File: src/rtl/fp_add_pkg.sv
// fp_add_pkg: shared widths, constants and the stage-2 to stage-3 bundle of the single-precision adder.
package fp_add_pkg;
    localparam int EXP_W = 8;
    localparam int MAN_W = 24;
    localparam int GRS_W = 3;
    localparam int ALIGN_W = MAN_W + GRS_W;
    localparam logic [31:0] QNAN = 32'h7FC00000;
    typedef struct packed {
        logic valid;
        logic bypass;
        logic [31:0] bypass_result;
        logic sign_big;
        logic sign_small;
        logic eff_sub;
        logic [EXP_W-1:0] exp_big;
        logic [ALIGN_W-1:0] man_big;
        logic [ALIGN_W-1:0] man_small;
    } s23_t;
    // Split-shifter intermediate: coarse-shifted bundle plus what the fine half still needs.
    typedef struct packed {
        s23_t op;
        logic sticky;
        logic sat;
        logic [2:0] fine;
    } s2a_t;
endpackage

File: src/rtl/fp_add_stage2_align_shift.sv
// fp_align_shift27: right shifter for {mantissa, GRS} split into a coarse (0/8/16/24) and a fine (0..7) half.
module fp_align_shift27
    import fp_add_pkg::*;
(
    input  logic [MAN_W-1:0]   man_in,
    input  logic [1:0]         coarse_sel,
    output logic [ALIGN_W-1:0] coarse_man,
    output logic               coarse_sticky,
    input  logic [ALIGN_W-1:0] fine_man,
    input  logic               fine_sticky_in,
    input  logic [2:0]         fine_sel,
    input  logic               sat,
    output logic [ALIGN_W-1:0] man_out
);
    logic [ALIGN_W-1:0] ext, fine_sh;
    logic [4:0] c_amt;
    logic fine_st;
    // Totals of 27..31 need no special case: every bit lands in sticky, which equals |man.
    always_comb begin
        ext = {man_in, 3'b000};
        c_amt = {coarse_sel, 3'b000};
        coarse_man = ext >> c_amt;
        coarse_sticky = |(ext & ~(27'h7FFFFFF << c_amt));
        fine_sh = fine_man >> fine_sel;
        fine_st = fine_sticky_in | (|(fine_man & ~(27'h7FFFFFF << fine_sel)));
        man_out = sat ? {26'b0, (|fine_man) | fine_sticky_in} : {fine_sh[ALIGN_W-1:1], fine_sh[0] | fine_st};
    end
endmodule

File: src/rtl/fp_add_stage2_align.sv
// fp_add_stage2_align: orders operands into big/small and aligns the small mantissa with sticky, latency 1 or 2.
module fp_add_stage2_align
    import fp_add_pkg::*;
#(
    parameter bit SPLIT_SHIFT = 1'b0
) (
    input  logic        clk,
    input  logic        rst,
    input  logic        valid_in,
    input  logic        stall,
    input  logic        flush,
    input  logic        bypass_in,
    input  logic [31:0] bypass_result_in,
    input  logic        sign_A,
    input  logic        sign_B,
    input  logic [7:0]  exp_A,
    input  logic [7:0]  exp_B,
    input  logic [23:0] man_A,
    input  logic [23:0] man_B,
    input  logic [7:0]  exp_diff,
    input  logic        A_is_bigger,
    output logic        valid_out,
    output logic        bypass_out,
    output logic [31:0] bypass_result_out,
    output logic        sign_big,
    output logic        sign_small,
    output logic        eff_sub,
    output logic [7:0]  exp_big,
    output logic [26:0] man_big,
    output logic [26:0] man_small
);
    s23_t cur, nxt, out_d, out_q;
    logic [MAN_W-1:0] man_small_src;
    logic [ALIGN_W-1:0] c_man, f_man, sh_out;
    logic c_st, f_st, f_sat, sat_in;
    logic [2:0] f_sel;
    // Bypass beats zero every operand field so the shifter naturally yields 0.
    always_comb begin
        cur = '0;
        cur.valid = valid_in;
        cur.bypass = bypass_in;
        cur.bypass_result = bypass_result_in;
        cur.sign_big = ~bypass_in & (A_is_bigger ? sign_A : sign_B);
        cur.sign_small = ~bypass_in & (A_is_bigger ? sign_B : sign_A);
        cur.eff_sub = cur.sign_big ^ cur.sign_small;
        cur.exp_big = bypass_in ? '0 : (A_is_bigger ? exp_A : exp_B);
        cur.man_big = bypass_in ? '0 : {(A_is_bigger ? man_A : man_B), 3'b000};
        man_small_src = bypass_in ? '0 : (A_is_bigger ? man_B : man_A);
        sat_in = |exp_diff[7:5];
    end
    fp_align_shift27 u_shift (
        .man_in        (man_small_src),
        .coarse_sel    (exp_diff[4:3]),
        .coarse_man    (c_man),
        .coarse_sticky (c_st),
        .fine_man      (f_man),
        .fine_sticky_in(f_st),
        .fine_sel      (f_sel),
        .sat           (f_sat),
        .man_out       (sh_out)
    );
    if (SPLIT_SHIFT) begin : g_split
        s2a_t a_new, a_d, a_q;
        always_comb begin
            a_new = {cur, c_st, sat_in, exp_diff[2:0]};
            a_new.op.man_small = c_man;
            a_d = stall ? a_q : a_new;
            a_d.op.valid = ~flush & (stall ? a_q.op.valid : valid_in);
            nxt = a_q.op;
            nxt.man_small = sh_out;
        end
        always_ff @(posedge clk or posedge rst) begin
            if (rst) a_q <= '0;
            else a_q <= a_d;
        end
        assign f_man = a_q.op.man_small;
        assign f_st = a_q.sticky;
        assign f_sel = a_q.fine;
        assign f_sat = a_q.sat;
    end else begin : g_single
        always_comb begin
            nxt = cur;
            nxt.man_small = sh_out;
        end
        assign f_man = c_man;
        assign f_st = c_st;
        assign f_sel = exp_diff[2:0];
        assign f_sat = sat_in;
    end
    always_comb begin
        out_d = stall ? out_q : nxt;
        out_d.valid = ~flush & (stall ? out_q.valid : nxt.valid);
    end
    always_ff @(posedge clk or posedge rst) begin
        if (rst) out_q <= '0;
        else out_q <= out_d;
    end
    assign valid_out = out_q.valid;
    assign bypass_out = out_q.bypass;
    assign bypass_result_out = out_q.bypass_result;
    assign sign_big = out_q.sign_big;
    assign sign_small = out_q.sign_small;
    assign eff_sub = out_q.eff_sub;
    assign exp_big = out_q.exp_big;
    assign man_big = out_q.man_big;
    assign man_small = out_q.man_small;
endmodule

File: config.mk
export PLATFORM = sky130hd
export DESIGN_NAME = fp_add_stage2_align
export DESIGN_NICKNAME = d
export VERILOG_FILES = /design/src/rtl/fp_add_pkg.sv /design/src/rtl/fp_add_stage2_align_shift.sv /design/src/rtl/fp_add_stage2_align.sv
export SDC_FILE = /design/constraint.sdc
export NUM_CORES = 1
export LEC_CHECK = 0
export BUFFER_PORTS_ARGS = -buffer_cell sky130_fd_sc_hd__buf_2
export CAP_MARGIN = 5
export CORE_MARGIN = 2
export CORE_UTILIZATION = 55
export CTS_CLUSTER_SIZE = 10
export DETAILED_ROUTE_END_ITERATION = 16
export GPL_ROUTABILITY_DRIVEN = 0
export PLACE_DENSITY = 0.95
export SETUP_SLACK_MARGIN = 0.3
export SLEW_MARGIN = 15
export SYNTH_ARGS = -nofsm -noshare
export SYNTH_HDL_FRONTEND = slang
export SYNTH_HIERARCHICAL = 1
export SYNTH_SLANG_ARGS = --single-unit
File: constraint.sdc
create_clock -name clk -period 8.65 [get_ports clk]
set_input_delay 1.2975 -clock clk [delete_from_list [all_inputs] [get_ports clk]]
set_output_delay 1.2975 -clock clk [all_outputs]
set_load 0.03 [all_outputs]
# --- Yosys cells after proc, flatten, opt, wreduce, memory -nomap -nowiden ---
# Index checks and enable logic that the tools add are counted.
op_classes:
  mux: 10
  n_reduce_logical: 4
  shifts: 4
  bitwise: 13
ops:
  columns: ["operator", "n"]
  rows:
  - ["OR reduction 27 bit", 3]
  - ["two-way mux 24 bit", 3]
  - ["bitwise AND 27 bit", 2]
  - ["two-way mux 27 bit", 2]
  - ["NOT 27 bit", 2]
  - ["<< shifter 27 x 3 -> 27 bit (first input constant)", 1]
  - ["<< shifter 27 x 5 -> 27 bit (first input constant)", 1]
  - ["right shift 27 x 3 -> 27 bit", 1]
  - ["right shift 27 x 5 -> 27 bit", 1]
  - ["two-way mux 8 bit", 2]
  - ["bitwise AND 1 bit", 3]
  - ["two-way mux 1 bit", 3]
  - ["bitwise OR 1 bit", 3]
  - ["OR reduction 3 bit", 1]
  - ["NOT 1 bit", 2]
  - ["XOR 1 bit", 1]
totals:
  inputBits: 113
  out_inout_bits: 99
  word_cells: 40
  register_bits: 99

# --- Logic depth before layout (Yosys ltp) ---
depth:
  ltp_word: 8
  mapped_depth: 12
  ltp_nobuf: 9

# --- Modules after synthesis ---
# Netlist, hierarchy kept.
modules_own_cells:
  columns: ["module", "instances", "area_each_um2", "cells_per_inst", "seq_area_each_um2"]
  rows:
  - ["fp_add_stage2_align", 1, 4400.5, 343, 2402.3]
  - ["fp_align_shift27", 1, 1584.0, 207, 0.0]

# --- Worst setup path before layout ---
# OpenSTA, ideal clock, no wires.
synth_path:
  kind: "input port to flip-flop"
  startpoint: "input A_is_bigger"
  endpoint: "register out_q (netlist bit man_small[0])"
  required_time_ns: 8.525
  path_slack_ns: 5.052
  path_buffers: 3
  t_arrival_ns: 3.474
  setup_ns: 0.125
  path_stages: 11
  path_cell_list: "buf_2 -> buf_4 -> buf_6 -> mux2i_1 -> nor2_1 -> mux2_2 -> a22o_1 -> mux4_2 -> a21oi_1 -> o311ai_1 -> mux2_2"
synth_via:
  elab_chain_cells: 8
  word_cells_on_any_way: 13
  classes_between: "shift: 2; mux: 3; bitwise: 5; reduce/logical: 3"
synth_lines:
  columns: ["item", "line_no", "rtl"]
  rows:
  - ["start: declaration", "fp_add_stage2_align.sv:21", "input logic A_is_bigger,"]
  - ["two-way mux 24 bit * (2 in a row)", "fp_add_stage2_align.sv:48", "man_small_src = bypass_in ? '0 : (A_is_bigger ? man_B : man_A);"]
  - ["net man_small_src[6]", "fp_add_stage2_align.sv:33", "logic [MAN_W-1:0] man_small_src;"]
  - ["right shift 27 x 5 -> 27 bit *", "fp_add_stage2_align_shift.sv:22", "coarse_man = ext >> c_amt;"]
  - ["net c_man[1]", "fp_add_stage2_align.sv:34", "logic [ALIGN_W-1:0] c_man, f_man, sh_out;"]
  - ["bitwise AND 27 bit", "fp_add_stage2_align_shift.sv:25", "fine_st = fine_sticky_in | (|(fine_man & ~(27'h7FFFFFF << fine_sel)));"]
  - ["OR reduction 27 bit", "fp_add_stage2_align_shift.sv:25", null]
  - ["bitwise OR 1 bit", "fp_add_stage2_align_shift.sv:25", null]
  - ["bitwise OR 1 bit", "fp_add_stage2_align_shift.sv:26", "man_out = sat ? {26'b0, (|fine_man) | fine_sticky_in} : {fine_sh[ALIGN_W-1:1], fine_sh[0] | fine_st};"]
  - ["two-way mux 27 bit *", "fp_add_stage2_align_shift.sv:26", null]
  - ["net sh_out[0]", "fp_add_stage2_align.sv:34", null]
  - ["end signal: assignment", "fp_add_stage2_align.sv:96", "else out_q <= out_d;"]
  - ["end: declaration", "fp_add_stage2_align.sv:32", "s23_t cur, nxt, out_d, out_q;"]
# The timed path passes the listed nets; every way through them passes the cells marked *.
# A chain may end at the register's enable or synchronous reset.

# --- Worst setup path in the final report ---
# Same ends and word-level chain as after synthesis.

==> metrics.csv <==
stage;metric;value;unit
worst_setup_path;rrSetupSlack;7.87;ns
cts;htree_levels;3;
timing;setup_violations;0;
timing;fin_skew;0;ns
timing;rsz0062_at_grt;no;
yosys;yosysMostFrequentCell;dfrtp_1;
worst_hold_path;min_path_type;register to register;
worst_setup_path;path_class;input pin to register;
worst_setup_path;path_cells;buf_4 > mux2i_1 > nor2_1 > mux2i_1 > o21ai_0 > mux4_1 > a211oi_1 > o311ai_1 > mux2_2;
worst_setup_path;path_buf_inv;1;
timing;maxSlewViolCount;0;
power;finalPower;1.06;mW
cts;cts_buffers;9;
die;core_area;10700;sq um
die;dieArea;11700;sq um
place;dp_hpwl;10900;um
job;cap_violations;0;
yosys;synth_cells;550;
route;vias_per_cell;5.68;
die;dieHeight;108;um
cts;worstSkewPairLatency;0.35;ns
finish;drive_above_1_share;46.8;%
worst_setup_path;path_max_fanout;58;
run_status;status;completed;
finish;synthToLayoutAreaGrowth;18.3;%
finish;fin_nets;839;
route;ant_nets;0;
global_routing;grt_overflow;0;
route;via_count;4944;
global_routing;grt_max_degree;68;
worst_setup_path;cpMostUsedCell;mux2i_1;
worst_hold_path;hold_path.startpoint;man_big[15];
yosys;ys_types;42;
worst_setup_path;crit_family;multiplexers;
cts;cts_hold_buf;0;
cts;tritoncts;built;
worst_setup_path;arrival;4.13;ns
power;p_per_area;150;nW/um^2
route;wl_per_cell;16.7;um
route;drc;0;
worst_setup_path;r2r_start;man_small[21];
worst_setup_path;rr_endpoint;man_small[21];
yosys;synth_edf_count;0;
yosys;ys.flop_type;dfrtp_1;
worst_setup_path;rr_worst_depth;1;
yosys;ys_seq_elements;96;
power;power.leakage;3.54;nW
yosys;yosysSeqAreaShare;40.1;%
timing;fin_tns_setup;0;ns
cts;cts_setup_buffers;0;
finish;insertedDiodeCount;0;
global_routing;grt_pass1_vias;4825;
yosys;synth_top_area_share;40.1;%
cts;cts_root_buf;clkbuf_8;
die;start_util;55.7;%
cts;clock_path_buffers;2;
power;peakVddDrop;0.0993;mV
yosys;synth_top_cell_by_area;dfrtp_1;
global_routing;grt_antenna_before_repair;0;
yosys;ys_async_sr_fraction;100;%
yosys;syn_avg_cell_area;10.9;sq um
timing;holdWs;0.484;ns
route;wl;14500;um
yosys;ys_top_cells_by_count;96 x dfrtp_1, 86 x nand2_1, 78 x mux2i_1;
global_routing;grt_pass1_wl;23100;um
worst_setup_path;endpoint_kind;register;
worst_setup_path;critPathLaunch;A_is_bigger;
worst_setup_path;start_kind;input pin;
die;die_width;108;um
global_routing;grt_usage;25.2;%
worst_hold_path;hold_depth;2;
timing;finalHoldViolCount;0;
die;io-pin-count;212;
timing;final.period_utilization;44.9;%
timing;tightest_slew;1.02;ns
worst_setup_path;critPathSlowestCell;buf_4;
timing;fmax;0.257;GHz
worst_setup_path;max_stage_delay;0.72;ns
cts;cts_resized;0;
timing;finalCriticalPeriod;3.88;ns
yosys;synthTopCellsByArea;dfrtp_1 40%, mux2i_1 13%, mux2_2 11%;
worst_hold_path;min_to;man_big[15];
yosys;synth_area;5980;sq um
place;port_buffers;208;
route;first_iter_violations;346;
timing;slew-limit-headroom;31.7;%
worst_setup_path;required;8.90;ns
route;dr.pass1.iters;5;
cts;cts.sinks;96;
die;placementRows;38;
yosys;ys_warn_count;6;
cts;clk_pin_slew;0.09;ns
[tightest hold or removal path: cells and delay by family, from the launching register on]
| family | cells | cell delay (ns) |
|---|---|---|
| compound gates | 1 | 0.05 |
| flops | 1 | 0.35 |
| simple gates | 1 | 0.06 |
[registers in the layout, summed over array words and instances, names as in the netlist]
| register | count |
|---|---|
| sign_small | 1 |
| valid_out | 1 |
| bypass_result_out | 32 |
| sign_big | 1 |
| exp_big | 8 |
| eff_sub | 1 |
| man_small | 27 |
| bypass_out | 1 |
| man_big | 24 |
[final cells by class]
type,instances,area [sq um]
Fill cell,873,3670
Multi-Input combinational cell,406,3250
Sequential cell,96,2400
Timing Repair Buffer,210,1060
Tap cell,140,175
Clock buffer,10,128
Clock inverter,6,45.0
Inverter,3,13.8
[layout by cell type, fill, tap and decap left out, drive strengths merged, types with 3 or more instances in the layout]
cell type  netlist  layout
nand2           86      86
mux2            61      61
nor3             3       3
nor4             7       7
dfrtp           96      96
clkinv           0       3
a21oi           22      22
o21ai           47      47
and2            11      11
or4              3       3
a22o             3       3
inv              3       4
mux4            23      23
mux2i           78      78
buf             40     210
clkbuf           7      10
nor2            41      41
conb             1       3
[power breakdown]
group	switching, mW	leakage, nW	total [mW]	internal (mW)
clock	0.160	0.0842	0.266	0.106
sequential	0.0157	1.23	0.496	0.480
combinational	0.188	2.23	0.301	0.113
total	0.364	3.54	1.06	0.699
[cells by family after synthesis]
kind of cell / after synthesis / synth area share (%)
buffers and inverters: 50 / 5.60
AND/OR/NAND/NOR: 160 / 11.6
multiplexers: 162 / 33.3
XOR/XNOR: 1 / 0.146
AO/OA/AOI/OAI: 80 / 9.18
flip-flops: 96 / 40.1
other: 1 / 0.0627
[stage by stage]
stage | setup slack [ns] | area [sq um] | instances | util [%]
after floorplan | 4.85 | 5990 | 552 | -
after global placement | 4.56 | 6910 | 855 | 64.3
after detailed placement | 4.46 | 6910 | 855 | 64.3
after CTS | 4.86 | 7080 | 871 | 65.9
after global routing | 4.62 | 7080 | 871 | 65.9
final | 4.77 | 7080 | 871 | 65.9
[per-layer routing]
layer,part of all wire (%),up-vias,global-route usage [%]
met5,0,-,0
met4,1.8,0,8.15
met3,8.6,26,5.67
met2,49,263,42.5
met1,41,2334,32.5
li1,-,2321,-
[how the worst max path moves through the flow]
stage / to / slack, ns / cells past startpoint
floorplan: bypass_out / 4.85 / 1
global placement: man_small[0] / 4.56 / 10
detailed placement: man_small[0] / 4.46 / 9
CTS: man_small[0] / 4.86 / 9
global route: man_small[0] / 4.62 / 9
finish: man_small[0] / 4.77 / 9
(Power assumes the default switching activity.)
